[src/rtl/reg_file_mp_if.sv]
// ---------------------------------------------------------------------------
// reg_file_mp_if
// Bus bundle between a core's decode/writeback logic and the multi-port
// register file.
//   clear_req  master->slave  one-cycle request to zero the whole file
//   ready      slave->master  1 = file usable, 0 while a clear runs
//   we0/wn0/wd0               write port 0 (lower priority)
//   we1/wn1/wd1               write port 1 (higher priority)
//   rn         master->slave  packed read addresses, port k = rn[k*ADDR_W +: ADDR_W]
//   rd         slave->master  packed read data,      port k = rd[k*DATA_W +: DATA_W]
// ---------------------------------------------------------------------------
interface reg_file_mp_if #(
   parameter int DATA_W = 32,
   parameter int ADDR_W = 5,
   parameter int NRD    = 2
);
   logic                  clear_req;
   logic                  ready;
   logic                  we0;
   logic [ADDR_W-1:0]     wn0;
   logic [DATA_W-1:0]     wd0;
   logic                  we1;
   logic [ADDR_W-1:0]     wn1;
   logic [DATA_W-1:0]     wd1;
   logic [NRD*ADDR_W-1:0] rn;
   logic [NRD*DATA_W-1:0] rd;

   modport master (
      output clear_req, we0, wn0, wd0, we1, wn1, wd1, rn,
      input  ready, rd
   );

   modport slave (
      input  clear_req, we0, wn0, wd0, we1, wn1, wd1, rn,
      output ready, rd
   );
endinterface

[src/rtl/reg_file_mp.sv]
// ---------------------------------------------------------------------------
// reg_file_mp
// Parametrised multi-port register file: NRD combinational read ports, two
// write ports (port 1 wins on an address collision), entry 0 reads as zero.
// After reset, or on clear_req, a sequencer zeroes entries 1..2**ADDR_W-1 one
// per cycle; during that time writes are ignored and every read returns 0.
// Ports:
//   clk    rising-edge clock
//   reset  asynchronous active-high reset (restarts the clear sequence)
//   bus    reg_file_mp_if.slave (clear_req/ready, write ports, rn/rd)
// Optional feature:
//   REG_FILE_BYPASS_EN  when defined, a read matching an enabled nonzero
//                       same-cycle write returns that write data
//                       combinationally (wd1 preferred over wd0).
// ---------------------------------------------------------------------------
module reg_file_mp #(
   parameter int DATA_W = 32,
   parameter int ADDR_W = 5,
   parameter int NRD    = 2
) (
   input  logic          clk,
   input  logic          reset,
   reg_file_mp_if.slave  bus
);
   localparam int                DEPTH    = 1 << ADDR_W;
   localparam logic [ADDR_W-1:0] LAST_PTR = {ADDR_W{1'b1}};
   localparam logic [ADDR_W-1:0] FIRST_PTR = ADDR_W'(1);

   typedef enum logic {S_CLEAR, S_IDLE} state_t;

   state_t              r_state;
   state_t              w_state_next;
   logic [ADDR_W-1:0]   r_clr_ptr;
   logic [ADDR_W-1:0]   w_clr_ptr_next;
   logic                w_clr_we;
   logic                w_ready;
   logic                w_wr0;
   logic                w_wr1;
   logic [DATA_W-1:0]   r_mem [DEPTH];

   // State register
   always_ff @(posedge clk or posedge reset) begin
      if (reset) begin
         r_state   <= S_CLEAR;
         r_clr_ptr <= FIRST_PTR;
      end else begin
         r_state   <= w_state_next;
         r_clr_ptr <= w_clr_ptr_next;
      end
   end

   // Next-state logic
   always_comb begin
      w_state_next   = r_state;
      w_clr_ptr_next = r_clr_ptr;
      w_clr_we       = 1'b0;
      case (r_state)
         S_CLEAR: begin
            // Held off while reset is asserted so reset never touches the array.
            w_clr_we = !reset;
            // Stop on the last entry instead of wrapping the pointer into entry 0.
            if (r_clr_ptr == LAST_PTR)
               w_state_next = S_IDLE;
            else
               w_clr_ptr_next = r_clr_ptr + FIRST_PTR;
         end
         S_IDLE: begin
            if (bus.clear_req) begin
               w_state_next   = S_CLEAR;
               w_clr_ptr_next = FIRST_PTR;
            end
         end
         default: begin
            w_state_next   = S_CLEAR;
            w_clr_ptr_next = FIRST_PTR;
         end
      endcase
   end

   assign w_ready   = (r_state == S_IDLE);
   assign bus.ready = w_ready;

   // Port 0 is dropped when port 1 targets the same address in the same cycle.
   assign w_wr1 = w_ready && bus.we1 && (bus.wn1 != '0);
   assign w_wr0 = w_ready && bus.we0 && (bus.wn0 != '0) &&
                  !(bus.we1 && (bus.wn1 == bus.wn0));

   // Storage: no reset on the array; entry 0 is never written.
   always_ff @(posedge clk) begin
      if (w_clr_we) begin
         r_mem[r_clr_ptr] <= '0;
      end else begin
         if (w_wr0) r_mem[bus.wn0] <= bus.wd0;
         if (w_wr1) r_mem[bus.wn1] <= bus.wd1;
      end
   end

   // Independent combinational read ports
   genvar gi;
   generate
      for (gi = 0; gi < NRD; gi++) begin : g_rd
         logic [ADDR_W-1:0] w_rn;
         logic [DATA_W-1:0] w_rd;

         assign w_rn = bus.rn[gi*ADDR_W +: ADDR_W];

         always_comb begin
            w_rd = '0;
            if (w_ready && (w_rn != '0)) begin
               w_rd = r_mem[w_rn];
`ifdef REG_FILE_BYPASS_EN
               // Forward the same-cycle write; port 1 has priority as in storage.
               if (bus.we1 && (bus.wn1 == w_rn))
                  w_rd = bus.wd1;
               else if (bus.we0 && (bus.wn0 == w_rn))
                  w_rd = bus.wd0;
`else
               // Stored value only; a same-cycle write shows after the posedge.
`endif
            end
         end

         assign bus.rd[gi*DATA_W +: DATA_W] = w_rd;
      end
   endgenerate
endmodule

[src/flat_wrapper.sv]
// flat-port wrapper written by rule: the top's interface ports become plain ports
module reg_file_mp_flat 
#(
   parameter int DATA_W = 32,
   parameter int ADDR_W = 5,
   parameter int NRD    = 2
)
  (clk, reset, bus_clear_req, bus_we0, bus_wn0, bus_wd0, bus_we1, bus_wn1, bus_wd1, bus_rn, bus_ready, bus_rd);
  reg_file_mp_if #(.DATA_W(DATA_W), .ADDR_W(ADDR_W), .NRD(NRD)) bus_i ();
  input  logic clk;
  input  logic reset;
  input wire logic [$bits(bus_i.clear_req)-1:0] bus_clear_req;
  input wire logic [$bits(bus_i.we0)-1:0] bus_we0;
  input wire logic [$bits(bus_i.wn0)-1:0] bus_wn0;
  input wire logic [$bits(bus_i.wd0)-1:0] bus_wd0;
  input wire logic [$bits(bus_i.we1)-1:0] bus_we1;
  input wire logic [$bits(bus_i.wn1)-1:0] bus_wn1;
  input wire logic [$bits(bus_i.wd1)-1:0] bus_wd1;
  input wire logic [$bits(bus_i.rn)-1:0] bus_rn;
  output wire logic [$bits(bus_i.ready)-1:0] bus_ready;
  output wire logic [$bits(bus_i.rd)-1:0] bus_rd;
  assign bus_i.clear_req = bus_clear_req;
  assign bus_i.we0 = bus_we0;
  assign bus_i.wn0 = bus_wn0;
  assign bus_i.wd0 = bus_wd0;
  assign bus_i.we1 = bus_we1;
  assign bus_i.wn1 = bus_wn1;
  assign bus_i.wd1 = bus_wd1;
  assign bus_i.rn = bus_rn;
  assign bus_ready = bus_i.ready;
  assign bus_rd = bus_i.rd;
  reg_file_mp #(.DATA_W(DATA_W), .ADDR_W(ADDR_W), .NRD(NRD)) u_core (.clk(clk), .reset(reset), .bus(bus_i));
endmodule
[config.mk]
export PLATFORM = sky130hd
export DESIGN_NAME = reg_file_mp_flat
export DESIGN_NICKNAME = d
export VERILOG_FILES = /design/src/rtl/reg_file_mp_if.sv /design/src/rtl/reg_file_mp.sv /design/src/flat_wrapper.sv
export SDC_FILE = /design/constraint.sdc
export NUM_CORES = 2
export LEC_CHECK = 0
export CAP_MARGIN = 10
export CORE_ASPECT_RATIO = 0.6
export CORE_MARGIN = 2
export CORE_UTILIZATION = 35
export DETAILED_ROUTE_END_ITERATION = 8
export MAX_ROUTING_LAYER = met4
export PLACE_DENSITY = 0.58
export SLEW_MARGIN = 5
export SYNTH_ARGS = -nofsm -noshare
export SYNTH_HDL_FRONTEND = slang
export SYNTH_SLANG_ARGS = --single-unit
[constraint.sdc]
create_clock -name clk -period 3.92 [get_ports clk]
set_input_delay 0.588 -clock clk [delete_from_list [all_inputs] [get_ports clk]]
set_output_delay 0.588 -clock clk [all_outputs]
set_load 0.005 [all_outputs]
---- Yosys cells after proc, flatten, opt, wreduce, memory -nomap -nowiden ----
Memories as Yosys holds them, arrays and structs flattened.
Index checks and enable logic that the tools add are counted.
storage, ports and cells
  RAM bits ................................ 1024
  bits in registers ....................... 6
  bits of input ports ..................... 89
  memories kept ........................... 1
operators by class
  equal/unequal tests ..................... 4
  $add $sub $neg .......................... 1
  multiplexer cells ....................... 20
  bitwise operators ....................... 1
  reductions and logical operators ........ 16
memories
  name          depth  width  read ports  clocked after memory_dff  wr ports  RTL line           source
  u_core.r_mem  32     32     2           0                         2         reg_file_mp.sv:39  logic [DATA_W-1:0] r_mem [DEPTH];
operators by type and width
  cell                                                           number
  32-bit 2-to-1 mux                                              3
  32-bit OR reduction                                            1
  5-bit nonzero test                                             4
  5-bit 2-to-1 mux                                               3
  1-bit 2-to-1 mux                                               12
  5-bit one-hot mux with 2 select lines                          1
  1-bit logical AND                                              8
  5-bit by 1-bit adder with 5-bit output, second input constant  1
  5-bit == test                                                  1
  5-bit == test, second input constant                           1
  2-bit != test, second input constant                           2
  1-bit zero test                                                2
  1-bit one-hot mux with 2 select lines                          1
  2-bit AND reduction                                            1
  1-bit inverter                                                 1

---- Logic depth before layout (Yosys ltp) ----
  depth after elaboration ................. 9
  mapped depth ............................ 8

---- Least setup slack after synthesis ----
No wires, ideal clock.
  path type ............................... input to register
  start point ............................. input bus_wn0[3]
  end point ............................... memory u_core.r_mem[2][0], enable pin
  data required time ...................... 3.487 ns
  cell stages on the path ................. 8
  setup slack ............................. -0.235 ns
  setup time .............................. 0.433 ns
  arrival time ............................ 3.722 ns
  path through ............................ buf_2 > or3_1 > o311ai_2 > a31oi_2 > buf_6 > buf_6 > mux2_4 > o22ai_1
RTL lines
  element          RTL line            source
  start, declared  flat_wrapper.sv:14  input wire logic [$bits(bus_i.wn0)-1:0] bus_wn0;
  end, declared    reg_file_mp.sv:39

---- Worst setup path after layout ----
  start point ............................. input bus_rn[4]
  end point ............................... output bus_rd[7]
on the way
  cells in the longest elaborated chain, start to end .. 3
RTL lines
  element                                                                          RTL line            source
  start, declared                                                                  flat_wrapper.sv:19  input wire logic [$bits(bus_i.rn)-1:0] bus_rn;
  parallel branches: the longest is 2 deep, another holds memory read 32 x 32 bit  -
  32-bit 2-to-1 mux *                                                              reg_file_mp.sv:109  if (w_ready && (w_rn != '0)) begin
  end, declared                                                                    flat_wrapper.sv:21  output wire logic [$bits(bus_i.rd)-1:0] bus_rd;
Mark *: on every way between the ends.

==> summary.md <==
| Metric | Value |
|---|---|
| Status | `completed` |
| Fraction of registers with async set/reset | `0.5825%` |
| Synth Flop Type | `edfxtp_1` |
| Area occupied by multi-input gates | `25300 µm²` |
| Final Skew | `24.03 ps` |
| Worst EP arrival | `~3300 ps` |
| Max cap viols | `0` |
| Die X | `about 530 µm` |
| Cell taking the most area after synthesis | `edfxtp_1` |
| Crit path launch type | `input port` |
| Mapped Nets | `around 5000` |
| Register Area | `a little over 30000 µm²` |
| Simple-gate share of the synthesized area | `around 8.4%` |
| Share of cells above drive strength 1 | `approximately 20%` |
| Number of global-route vias before repair | `41923` |
| Area growth from synthesis to layout | `16.89%` |
| Routed WL | `about 230000 µm` |
| Crit share post-route | `98.54%` |
| Final setup viols | `0` |
| Starting Density | `35.34%` |
| Initial antenna violation count | `4` |
| Number of setup buffers added after CTS | `0` |
| CP endpoint kind | `primary output` |
| DRT antenna net count | `0` |
| TritonRoute pass-1 iters | `8` |
| Hold crit path type | `in2async` |
| # fillers | `approximately 15000` |
| Ranking of synthesized cells by area | `edfxtp_1 53%, mux4_2 17%, o21ai_0 8.5%` |
| Worst-Skew Late Latency | `740 ps` |
| Commonest non-fill, non-tap cells in the layout | `1163 x nand2_1, 1024 x edfxtp_1, 991 x o21ai_0` |
| Hold buffer count at cts | `0` |
| WP data required | `3330 ps` |
| Compound-gate portion of the synthesized area | `between 10% and 20%` |
| Post-CTS sizing | `0` |
| Clock root cell | `clkbuf_16` |
| Clock Path Buffers | `3` |
| VDD IR max | `0.0004189 V` |
| Via count | `between 40000 and 50000` |
| Drc violations | `0` |
| Core box area | `around 160000 µm²` |
| Most common cell after layout, fill and taps aside | `nand2_1` |
| Setup CP Type | `in2out` |
| Post-layout nets | `between 4000 and 5000` |
| I/O pin cnt | `roughly 150` |
| H-tree depth | `3` |
| Die span in y | `roughly 320 µm` |
| CTS tree | `yes` |
| RSZ-0062 raised after global routing | `false` |
| Post-synthesis cell area | `approximately 58000 µm²` |
| Avg Cell Area, Syn | `around 12 µm²` |
| Static leakage | `around 22 nW` |
| Total gr overflow | `0` |
| Max-slew headroom | `15.71%` |
| Die area | `~170000 µm²` |
| Endpoints failing hold | `0` |
| RD Place Congestion | `~0.95` |
| Post-place instance area | `approximately 65000 µm²` |
| Clock slew at reported path FFs | `about 70 ps` |
| First-pass GRT wire length | `322500 µm` |
| Number of CTS-inserted buffers | `96` |
| Adder-cell share of the synthesized area | `0.04305%` |
| Synth cell types | `between 40 and 50` |
| Cells after synthesis | `approximately 4900` |
| Seq cells post-synth | `around 1000` |
| Max-slew violation count | `0` |
| Largest net degree at the start of global routing | `85` |
| Rows | `about 120` |
| Post-synthesis mux area share | `a little over a fifth` |
| Crit path max fanout | `11` |
| Via/cell ratio | `~6.3` |
| Yosys warning total | `0` |
| Top cell type's share of synthesized area | `52.91%` |
| Port buffer count | `between 150 and 200` |
| Final min period | `3863 ps` |
| Xor/xnor share of the synthesized area | `less than 1%` |
| Register area share after synthesis | `roughly 53%` |
| Final instance area | `roughly 68000 µm²` |
| Highest Clock Rate | `258.9 MHz` |
| Drt wl/cell | `between 30 and 40 µm` |
| Total Routing Usage GR | `27.50%` |
| Largest family of logic cells by synthesized area | `multiplexers` |
| Tightest Pin Transition | `1260 ps` |
| 1st-iter DRT viols | `roughly 8100` |
| Post-layout util | `just over 40%` |
| EDFF count, synth | `between 1000 and 1500` |
| Reg2reg setup slack | `900 ps` |
| CTS Sinks | `roughly 1000` |
| Power density over cell area | `422.6 nW/µm²` |
| HPWL Detailed | `between 100000 and 150000 µm` |
[cells in the mapped netlist, drive strengths merged, types with 8 or more instances]
cell    instances
a211oi         64
nand2        1165
buf           154
o221ai         64
or2            10
nor3b           8
o21ai         996
inv            37
mux2i         198
nor2           26
clkbuf        456
edfxtp       1024
o22ai         213
mux4          448
nand2b         14
o21bai         12
nor3           15
[registers in the layout, summed over array words and instances, names as in the netlist]
register and count:
u_core.r_clr_ptr 5, u_core.bus.ready 1, u_core.r_mem 1024
[through the flow]
| stage | power, W | setup TNS, ps | cells | hold slack [ps] | worst slack (ps) |
|---|---|---|---|---|---|
| floorplan | 0.01626 | -56990 | 4947 | 378.2 | -222.3 |
| global placement | 0.01897 | 0 | 7025 | 559.6 | 87.20 |
| detailed placement | 0.01906 | 0 | 7025 | 558.4 | 101.2 |
| CTS | 0.02864 | 0 | 7205 | 162.3 | 80.03 |
| global route | 0.02945 | 0 | 7211 | 225.8 | 13.65 |
| finish | 0.02871 | 0 | 7213 | 208.9 | 57.27 |
[power by group]
group | leakage [nW] | switching, W | total [W] | internal (W)
Combinational | 10.6 | 0.00343 | 0.00562 | 0.00219
Sequential | 9.60 | 0.000346 | 0.0133 | 0.0130
Clock | 1.52 | 0.00462 | 0.00975 | 0.00514
[per-layer routing]
metal	vias to the layer above	share of wire, %	global-route usage, %
met2	3729	41	36.73
met5	-	0	-
met3	456	15	7.781
li1	18681	-	-
met4	0	4.2	10.26
met1	22346	40	39.28
[critical path: stages]
cell,delay [ps]
clkdlybuf4s50_1,640
nor3b_2,300
buf_4,240
buf_4,270
nand2_1,140
o22ai_1,450
clkdlybuf4s50_1,620
[layout make-up]
type	count	share of cell area, %
repair buffers	468	8.384
diodes	5	0.01842
clock buffers	109	3.671
multi-input cells	3270	37.24
clock inverters	71	0.9024
well taps	2223	4.094
flip-flops and latches	1030	45.49
inverters	37	0.2044
[logic make-up after synthesis]
logic type / after synthesis
compound gates: 1358
simple gates: 1255
flops: 1030
mux: 649
buf+inv: 647
xor+xnor: 6
fa+ha+maj: 2
[path summary, 6_finish.rpt]
check	endpoint	from	cells after the start
max reg2reg	u_core.r_mem[1][28]	u_core.bus.ready	6
max	bus_rd[7]	bus_rn[4]	7
min	u_core.r_clr_ptr[4]	reset	2
min in group clk	u_core.r_clr_ptr[4]	bus_clear_req	2
max in group asynchronous	u_core.r_clr_ptr[0]	reset	2
min reg2reg	u_core.r_clr_ptr[0]	u_core.r_clr_ptr[0]	2
Power figures use the tool's default switching activity.
